## src/rtl/adc_serial_reader_pkg.sv

```systemverilog
// Shared definitions for the ADC serial reader.
//   state_t      : FSM state encoding
//   FRAME_CLOCKS : adc_sclk periods per conversion frame
//   NULL_EDGE    : rising edge that carries the ADC null bit
package adc_serial_reader_pkg;

    typedef enum logic [2:0] {
        ST_IDLE  = 3'd0,
        ST_SETUP = 3'd1,
        ST_SHIFT = 3'd2,
        ST_DONE  = 3'd3,
        ST_HOLD  = 3'd4
    } state_t;

    localparam logic [3:0] FRAME_CLOCKS = 4'd10;
    localparam logic [3:0] NULL_EDGE    = 4'd2;

endpackage

```

## src/rtl/adc_serial_reader_sclk_tick_gen.sv

```systemverilog
// Half-period tick generator for adc_sclk.
// Ports:
//   clock  : system clock
//   reset  : async active-low reset
//   enable : clock-enable, counter holds when 0
//   run    : count while 1, counter forced to zero while 0
//   tick   : high in the enabled cycle that closes a CLK_DIV-cycle interval
module sclk_tick_gen #(
    parameter int CLK_DIV = 4
) (
    input  logic clock,
    input  logic reset,
    input  logic enable,
    input  logic run,
    output logic tick
);

    localparam logic [7:0] LAST = 8'(CLK_DIV - 1);

    logic [7:0] cnt;

    assign tick = enable && run && (cnt == LAST);

    always_ff @(posedge clock or negedge reset) begin
        if (!reset) begin
            cnt <= 8'd0;
        end else if (enable) begin
            if (!run || tick) cnt <= 8'd0;
            else              cnt <= cnt + 8'd1;
        end
    end

endmodule

```

## src/rtl/adc_serial_reader.sv

```systemverilog
// Serial reader for an 8-bit ADC frame: chip select, sclk generation and
// MSB-first capture. Frame = SETUP (CLK_DIV cycles, sclk low), then 10 sclk
// periods. Rising edge 1 is a settle edge, edge 2 the null bit, 3..10 D7..D0.
// Ports:
//   clock, reset       : system clock, async active-low reset
//   enable             : clock-enable, everything holds when 0
//   start              : level request for a frame, sampled in IDLE only
//   adc_do             : serial data from ADC
//   adc_cs_n, adc_sclk : registered ADC controls
//   data_out           : last received sample (held)
//   load               : one-cycle frame-complete strobe
//   error              : null bit was 1 in the last frame (held)
//   busy               : not in IDLE
module adc_serial_reader
    import adc_serial_reader_pkg::*;
#(
    parameter int CLK_DIV = 4
) (
    input  logic       clock,
    input  logic       reset,
    input  logic       enable,
    input  logic       start,
    input  logic       adc_do,
    output logic       adc_cs_n,
    output logic       adc_sclk,
    output logic [7:0] data_out,
    output logic       load,
    output logic       error,
    output logic       busy
);

    state_t     state, state_nxt;
    logic       tick;
    logic       run;
    logic [3:0] edge_cnt;   // completed falling edges in this frame
    logic [3:0] rise_no;    // index of the rising edge about to be produced
    logic [7:0] shift_reg;
    logic       null_bit;

    // DONE is excluded so the divider restarts from zero for HOLD.
    assign run     = (state == ST_SETUP) || (state == ST_SHIFT) || (state == ST_HOLD);
    assign rise_no = edge_cnt + 4'd1;

    sclk_tick_gen #(.CLK_DIV(CLK_DIV)) u_tick (
        .clock  (clock),
        .reset  (reset),
        .enable (enable),
        .run    (run),
        .tick   (tick)
    );

    always_ff @(posedge clock or negedge reset) begin
        if (!reset) state <= ST_IDLE;
        else if (enable) state <= state_nxt;
    end

    always_comb begin
        state_nxt = state;
        load      = 1'b0;
        busy      = (state != ST_IDLE);
        case (state)
            ST_IDLE:  if (start) state_nxt = ST_SETUP;
            ST_SETUP: if (tick) state_nxt = ST_SHIFT;
            // Leave only after the low phase following the last falling edge,
            // giving 21*CLK_DIV cycles of chip select.
            ST_SHIFT: if (tick && !adc_sclk && edge_cnt == FRAME_CLOCKS) state_nxt = ST_DONE;
            ST_DONE: begin
                state_nxt = ST_HOLD;
                load      = enable;
            end
            ST_HOLD:  if (tick) state_nxt = ST_IDLE;
            default:  state_nxt = ST_IDLE;
        endcase
    end

    always_ff @(posedge clock or negedge reset) begin
        if (!reset) begin
            adc_cs_n  <= 1'b1;
            adc_sclk  <= 1'b0;
            edge_cnt  <= 4'd0;
            shift_reg <= 8'h00;
            null_bit  <= 1'b0;
            data_out  <= 8'h00;
            error     <= 1'b0;
        end else if (enable) begin
            case (state)
                ST_IDLE: begin
                    edge_cnt <= 4'd0;
                    if (start) adc_cs_n <= 1'b0;
                end
                // First rising edge: settle edge, adc_do not captured.
                ST_SETUP: if (tick) adc_sclk <= 1'b1;
                ST_SHIFT: if (tick) begin
                    if (adc_sclk) begin
                        adc_sclk <= 1'b0;
                        edge_cnt <= edge_cnt + 4'd1;
                    end else if (edge_cnt == FRAME_CLOCKS) begin
                        adc_cs_n <= 1'b1;
                        data_out <= shift_reg;
                        error    <= null_bit;
                    end else begin
                        adc_sclk <= 1'b1;
                        if (rise_no == NULL_EDGE)
                            null_bit <= adc_do;
                        else if (rise_no > NULL_EDGE)
                            shift_reg <= {shift_reg[6:0], adc_do};
                    end
                end
                default: ;
            endcase
        end
    end

endmodule

```

## config.mk

```make
export PLATFORM = sky130hd
export DESIGN_NAME = adc_serial_reader
export DESIGN_NICKNAME = d
export VERILOG_FILES = /design/src/rtl/adc_serial_reader_pkg.sv /design/src/rtl/adc_serial_reader_sclk_tick_gen.sv /design/src/rtl/adc_serial_reader.sv
export SDC_FILE = /design/constraint.sdc
export NUM_CORES = 1
export LEC_CHECK = 0
export CORE_UTILIZATION = 40
export DETAILED_ROUTE_END_ITERATION = 8
export GPL_TIMING_DRIVEN = 1
export PLACE_DENSITY = 0.61
export SLEW_MARGIN = 20
export SYNTH_ARGS = -nofsm -noshare
export SYNTH_HDL_FRONTEND = slang
export SYNTH_SLANG_ARGS = --single-unit
```

## constraint.sdc

```tcl
create_clock -name clock -period 2.9 [get_ports clock]
set_clock_uncertainty 0.1 [all_clocks]
set_input_delay 0.58 -clock clock [delete_from_list [all_inputs] [get_ports clock]]
set_output_delay 0.58 -clock clock [all_outputs]
set_load 0.01 [all_outputs]
```

==> run summary, run 1 <==
On the worst path, the slowest cell contributes a delay of roughly 0.57 ns. Across every metal layer, demand over resource in global routing totals 0.1735. The distinct cell type count of the synthesized netlist is 43. The static leakage power is a little under 0.001 µW.

The mean area per synthesized cell came out at approximately 11 µm². The fraction of registers with async set or reset after synthesis is 1.000. Among cell families on the critical path, the largest total delay comes from buffers and inverters. Along the worst path, the maximum fanout reaches 6. Across the run, the number of max-cap violations was 0. The clock passes through at most 2 buffers.

The starting density of the core came out at 0.4327. The min-delay analysis places its worst path in the category flip-flop to flip-flop. The number of warning messages in the yosys log is 0. Setup total negative slack on the finished layout was measured at 0 ns.

The total of flip-flops plus latches after synthesis is 35. The setup violation total in the final timing report came out at 0. Walking the worst path, the cells encountered are clkdlybuf4s50_1 > nand2_1 > nor2_1 > clkdlybuf4s50_1. During I/O placement, the number of pins put on the boundary was 18. Power spread over the standard cell area amounts to 630.9 nW/µm². The number of nets in the final layout is between 200 and 250.

Setup repair after global routing left no endpoint under its margin. The worst max-slew margin expressed relative to the limit came out at 0.6633. The part of the cycle the worst path needs came out at 0.8936. The sequential-to-total area share from yosys stat came out at 0.4892. The number of antenna violations at the first check in global routing came out at 0. The critical path runs through a total of 4 cells. Data on the critical path arrives at its endpoint at ~1.9 ns.

The flow ran to the end, and the final reports show no timing, DRC or antenna violations. The fmax came out at 385.9 MHz. The slowest stage of the critical path belongs to the cell sky130_fd_sc_hd__clkdlybuf4s50_1. Synthesis produced a netlist with a net count of 177.

The count of hold buffers inserted by post-cts repair came out at 0. The core region is roughly 4100 µm². The worst vdd rail ir drop came out at 0.0004146 V. The transition time at the pin with the least slew margin came out at 0.4910 ns. Of the cells placed in the final design, the portion with a size suffix greater than 1 is 0.2143.

The number of pins exceeding their max-slew limit in the final report was 0. The detailed-route wire length per cell came out at between 10 and 15 µm. Using the TritonRoute via totals, the vias-per-cell ratio works out to approximately 5.6. The number of failing hold endpoints at the final stage is 0. The number of nets still failing antenna checks after routing is 0.

The first TritonRoute pass finished after 4 iterations. The via count of the first global-routing pass was between 1,000 and 1,500. STA classifies the critical path startpoint as a primary input. The H-tree was split into 2 levels. The synthesized netlist cell count is ~170. The most used flip-flop cell after synthesis is sky130_fd_sc_hd__dfrtp_1. After global routing the overflow that remains totals 0. The overall die area came out at ~4800 µm². The maximum number of pins on one net before global-route repair came out at 36.

The worst setup path is of the primary input to primary output kind. The initial detailed-routing violation count is 73. The quantity of gates resized following cts is 0. The final estimated routing congestion in global placement is 0.8526. The most numerous cell type found on the critical path is sky130_fd_sc_hd__clkdlybuf4s50_1. After detailed routing, the number of remaining DRC violations is 0. From synthesis to final layout, the design area changed by 20.10%. After clock tree synthesis, the setup repair step added 0 buffers.

The clock drives 35 sinks. The worst register-to-register path has a depth of 5. The cell sitting at the root of the clock tree is a sky130_fd_sc_hd__clkbuf_8. Buffers inserted during clock tree synthesis total 5. The final worst hold slack is 0.4105 ns.

The number of buffers inserted by port buffering came out at 17. Wires add up to approximately 3600 µm. In this run the core area contains 23 standard-cell rows. The first global-routing pass estimated 6009 µm of wire. The required time at the endpoint of the critical path came out at around 2.2 ns. The hold-critical path depth is 1. The number of diodes added for antenna fixing is 0. The count of vias placed by the detailed router came out at roughly 1,400. The later-pin clock latency in the skew report is ~0.28 ns. The width of the die is 68.95 µm. Measured along the y axis, the die boundary spans 68.95 µm. The HPWL after detailed placement is roughly 2600 µm. TritonCTS built the clock tree. The number of flops mapped to enable cells by yosys is 0. The combined buffer and inverter count along the critical path came out at 2. The sort of element at the end of the critical path is a primary output.

The smallest clock period supported by the final layout is computed as between 2 and 3 ns. The post-CTS clock slew at the launch and capture registers of the worst setup and hold paths came out at ~0.07 ns. The netlist area before placement is between 1500 and 2000 µm².
[per-layer routing]
| metal | share of wire | vias to the layer above | global-route usage |
|---|---|---|---|
| li1 | - | 662 | - |
| met1 | 0.47 | 683 | 0.2178 |
| met2 | 0.49 | 19 | 0.2816 |
| met3 | 0.029 | 4 | 0.03947 |
| met4 | 0.012 | 0 | 0.07908 |
| met5 | 0 | - | 0 |
[report_power, final]
part	internal, µW	switching, µW
clock	186	172
combinational	183	208
sequential	542	67.2
[Yosys cell counts (all sizes together), types with 3 or more instances]
library cell   n  area (µm²)
dfrtp         34       850.8
mux2          18       202.7
nand2         15       56.30
nor2          10       37.54
inv            9       33.78
o21ai          8       40.04
a21oi          6       30.03
nor3           6       35.03
nand3          5       25.02
nand4          5       31.28
ha             4       50.05
nor4           4       25.02
or2            4       27.53
clkbuf         3       11.26
mux2i          3       30.03
xnor2          3       26.28
[kinds of logic after synthesis]
group | count (synthesis) | share of synthesized area
simple gates | 62 | 0.1877
flops | 35 | 0.4892
compound gates | 27 | 0.1068
mux | 21 | 0.1298
buf+inv | 14 | 0.03419
xor+xnor | 5 | 0.02443
fa+ha+maj | 4 | 0.02791
[final timing paths]
check	from	endpoint	slack, ns
hold / removal	data_out[4]	data_out[4]	0.41
setup reg to reg	state[2]	shift_reg[6]	0.58
hold reg to reg	data_out[4]	data_out[4]	0.41
min in group asynchronous	reset	edge_cnt[3]	0.60
setup / recovery	enable	load	0.31
max in group asynchronous	reset	adc_cs_n	1.74
[stage by stage]
stage | cell area [µm²] | setup WS, ns | utilization | power [µW] | std cells
2_1_floorplan | 1793 | 0.6649 | - | 857.9 | 168
4_1_cts | 2153 | 0.3067 | 0.5196 | 1372 | 246
6_report | 2153 | 0.3086 | 0.5196 | 1359 | 246
3_5_place_dp | 2066 | 0.3058 | 0.4985 | 1010 | 239
3_3_place_gp | 2066 | 0.3263 | 0.4985 | 1001 | 239
5_1_grt | 2153 | 0.2662 | 0.5196 | 1446 | 246
[layout by cell type, fill, tap and decap left out, types with 6 or more instances in the layout]
cell type and instances:
sky130_fd_sc_hd__o21ai_0 8, sky130_fd_sc_hd__clkdlybuf4s50_1 17, sky130_fd_sc_hd__inv_1 9, sky130_fd_sc_hd__a21oi_1 6
sky130_fd_sc_hd__nand2_1 15, sky130_fd_sc_hd__buf_4 9, sky130_fd_sc_hd__dfrtp_1 34, sky130_fd_sc_hd__nor2_1 10
sky130_fd_sc_hd__mux2_2 18, sky130_fd_sc_hd__clkbuf_8 6
[cell type report]
cell class                      count  area [µm²]
Clock buffer                        6       82.58
Clock inverter                      1       5.005
Fill cell                         380        1991
Inverter                            9       33.78
Multi-Input combinational cell    119       854.6
Sequential cell                    35       877.1
Tap cell                           50       62.56
Timing Repair Buffer               26       237.7
[worst register-to-register path: cells and delay by family, from the launching register on]
| kind | cells | cell delay (ns) |
|---|---|---|
| AO/OA/AOI/OAI | 1 | 0.26 |
| buffers and inverters | 1 | 0.21 |
| flip-flops | 1 | 0.50 |
| multiplexers | 1 | 0.34 |
| AND/OR/NAND/NOR | 2 | 0.80 |
Note: power is estimated with default switching activity, not from simulation.
==> inputs of run 2 (changes only) <==
--- a/config.mk
+++ b/config.mk
@@ -8,7 +8,7 @@
 export CORE_UTILIZATION = 40
 export DETAILED_ROUTE_END_ITERATION = 8
 export GPL_TIMING_DRIVEN = 1
-export PLACE_DENSITY = 0.61
+export PLACE_DENSITY = 0.64
 export SLEW_MARGIN = 20
 export SYNTH_ARGS = -nofsm -noshare
 export SYNTH_HDL_FRONTEND = slang
==> constraint.sdc (replaced) <==
create_clock -name clock -period 2.3 [get_ports clock]
set_clock_uncertainty 0.1 [all_clocks]
set_input_delay 0.46 -clock clock [delete_from_list [all_inputs] [get_ports clock]]
set_output_delay 0.46 -clock clock [all_outputs]
set_load 0.01 [all_outputs]
==> run summary, run 2 (synthesis results as in run 1) <==
Run status: finished clean (unchanged). The part of the cycle the worst path needs came out at 0.9611. The category of cells accounting for the largest share of critical-path delay is flip-flops (was buffers and inverters). The chip height is 68.95 µm (unchanged). The first-pass GRT wire length was 6230 µm (was 6009 µm). The HPWL after detailed placement came out at 2640 µm (was 2592 µm). The fraction of layout instances using a drive strength above 1 is 0.2524 (was 0.2143). The count of buffers added by post-CTS timing repair for setup is 0 (unchanged). The final estimated routing congestion in global placement came out at 0.9210 (was 0.8526). The sort of element at the end of the critical path is a flip-flop (was primary output). The root cell of the clock tree is sky130_fd_sc_hd__clkbuf_8 (unchanged). The worst max-slew margin expressed relative to the limit came to 0.6960 (was 0.6633). The final worst hold slack is 0.4058 ns (was 0.4105 ns). Top library cells by usage in the layout, fill and taps aside: sky130_fd_sc_hd__dfrtp_1 (34), sky130_fd_sc_hd__mux2_2 (18), sky130_fd_sc_hd__buf_4 (18), sky130_fd_sc_hd__nand2_1 (15), sky130_fd_sc_hd__clkdlybuf4s50_1 (14) (was sky130_fd_sc_hd__dfrtp_1 (34), sky130_fd_sc_hd__mux2_2 (18), sky130_fd_sc_hd__clkdlybuf4s50_1 (17), sky130_fd_sc_hd__nand2_1 (15), sky130_fd_sc_hd__nor2_1 (10)).

The total routing resource utilization after global routing was 0.1826 (was 0.1735). The number of pins exceeding their max-slew limit in the final report came out at 0 (unchanged). The number of nets in the final layout came to 214 (was 205). The setup violation total in the final timing report is 0 (unchanged). The number of buffers inserted by port buffering is 17 (unchanged). The worst vdd rail ir drop is 0.0005670 V (was 0.0004146 V).

The cell with the biggest individual delay on the critical path was sky130_fd_sc_hd__dfrtp_1 (was sky130_fd_sc_hd__clkdlybuf4s50_1). The via count of the first global-routing pass was 1,387 (was 1,292). The routed design could run at a clock period as short as 2.211 ns. The width of the die is 68.95 µm (unchanged).

The stage delay of the slowest cell on the critical path was 0.44 ns (was 0.57 ns). Setup repair after global routing missed its margin: no (unchanged). The count of vias placed by the detailed router came to 1,414 (was 1,368). The transition time at the pin with the least slew margin was 0.4560 ns (was 0.4910 ns).

The number of rows in the core area came out at 23 (unchanged). The starting density of the core came out at 0.4327 (unchanged). The fmax came out at ~450 MHz.

The maximum number of pins on one net before global-route repair is 36 (unchanged). The type of origin of the critical path was a flip-flop (was primary input). The initial detailed-routing violation count came to 48 (was 73).

The number of I/O pins came out at 18 (unchanged). The number of nets still failing antenna checks after routing was 0 (unchanged). The endpoint arrival time on the critical path was 2.29 ns (was 1.91 ns). The most frequent standard cell in the layout excluding fill and tap cells was sky130_fd_sc_hd__dfrtp_1 (unchanged).

The instance count after placement with tap cells included is 248 (was 239). The number of diodes added for antenna fixing is 0 (unchanged). The final global-route overflow total came out at 0 (unchanged). The quantity of gates resized following cts came out at 2 (was 0). The number of CTS-inserted buffers came out at 5 (unchanged). The signed area change from the synthesized netlist to the final layout came out at 23.94% (was 20.10%). Critical path cell sequence: inv_1 > ha_1 > or2_2 > a2111oi_4 > buf_4 > mux2_2 (was clkdlybuf4s50_1 > nand2_1 > nor2_1 > clkdlybuf4s50_1). The areal power density over the cells came to 795.8 nW/µm² (was 630.9 nW/µm²).

The number of iterations in the first detailed-routing pass came to 4 (unchanged). The combined buffer and inverter count along the critical path is 2 (unchanged). The overall die area was 4754 µm² (unchanged). The average via count per standard cell came to 5.523 (was 5.561).

The TritonCTS clock tree is yes (unchanged). The number of sinks on the clock net was 35 (unchanged). The type of the worst min-delay path is flip-flop to flip-flop (unchanged).

The filler cell count in the final layout is 389 (was 380). The number of failing hold endpoints at the final stage came out at 0 (unchanged). The non-filler instance count after layout is 256 (was 246).

The post-CTS clock slew at the launch and capture registers of the worst setup and hold paths came out at 0.08 ns (was 0.07 ns). The detailed-route wire length per cell came to 14.66 µm (was 14.65 µm). The number of max-cap violations is 0 (unchanged). The number of design rule violations left after detail routing is 0 (unchanged). The count of hold buffers inserted by post-cts repair is 0 (unchanged). The placeable core region is 4144 µm² (unchanged). The overall power consumption came out at 1768 µW (was 1359 µW).

The static leakage power came out at 0.001030 µW (was 0.0009727 µW). The final wirelength is 3752 µm (was 3604 µm). The largest fanout of any net on the critical path is 8 (was 6). The category of the most critical setup path is flip-flop to flip-flop (was primary input to primary output).

The H-tree depth reported by CTS came to 2 (unchanged). The required time at the endpoint of the critical path was 2.38 ns (was 2.22 ns). The later-pin clock latency in the skew report came out at 0.30 ns (was 0.28 ns). The maximum count of clock buffers along a single path came out at 2 (unchanged). The number of antenna violations at the first check in global routing is 0 (unchanged).
[run 2: cell count changes in the layout (fill, tap and decap cells not counted), sizes merged]
| cell | before | now |
|---|---|---|
| dlygate4sd2 | 0 | 2 |
| clkinvlp | 0 | 2 |
| clkbuf | 6 | 5 |
| dlymetal6s2s | 0 | 1 |
| clkdlybuf4s50 | 17 | 14 |
| buf | 9 | 18 |
[run 2: cell type report]
| type | count | area [µm²] | area share |
|---|---|---|---|
| Clock buffer | 5 | 68.82 | 0.03097 |
| Timing Repair Buffer | 35 | 305.3 | 0.1374 |
| Multi-Input combinational cell | 119 | 854.6 | 0.3846 |
| Clock inverter | 3 | 20.02 | 0.009009 |
| Inverter | 9 | 33.78 | 0.01520 |
| Tap cell | 50 | 62.56 | 0.02815 |
| Sequential cell | 35 | 877.1 | 0.3947 |
[run 2: power breakdown]
part / total, µW / internal [µW] / switching, µW
logic: 565 / 267 / 299
registers: 750 / 684 / 66.9
clock network: 453 / 211 / 242
[run 2: final timing paths]
path | cells past startpoint | to | from | slack [ns]
setup / recovery | 6 | shift_reg[1] | edge_cnt[0] | 0.09
hold / removal | 1 | null_bit | null_bit | 0.41
setup reg to reg | 6 | shift_reg[1] | edge_cnt[0] | 0.09
hold reg to reg | 1 | null_bit | null_bit | 0.41
max in group asynchronous | 2 | u_tick.cnt[7] | reset | 1.29
min in group asynchronous | 2 | edge_cnt[3] | reset | 0.46
[run 2: through the flow]
stage / TNS, ns / util / setup WS [ns] / instance area [µm²]
after global placement: -0.8187 / 0.5148 / -0.07123 / 2133
final: 0 / 0.5362 / 0.08940 / 2222
after floorplan: 0 / - / 0.06489 / 1793
after global routing: 0 / 0.5362 / 0.009232 / 2222
after detailed placement: -1.757 / 0.5148 / -0.1383 / 2133
after CTS: 0 / 0.5356 / 0.06394 / 2220
[run 2: routing by layer]
metal,vias up,track usage,routed length [µm]
li1,676,-,-
met5,-,0,0
met1,711,0.2288,1749
met4,0,0.1071,78
met3,7,0.04276,102
met2,20,0.2852,1821
==> inputs of run 3 (changes only) <==
--- a/config.mk
+++ b/config.mk
@@ -5,6 +5,7 @@
 export SDC_FILE = /design/constraint.sdc
 export NUM_CORES = 1
 export LEC_CHECK = 0
+export CORE_MARGIN = 1
 export CORE_UTILIZATION = 40
 export DETAILED_ROUTE_END_ITERATION = 8
 export GPL_TIMING_DRIVEN = 1
==> results of run 3 <==
The final DEF is identical to that of run 2; final timing and power are the same.
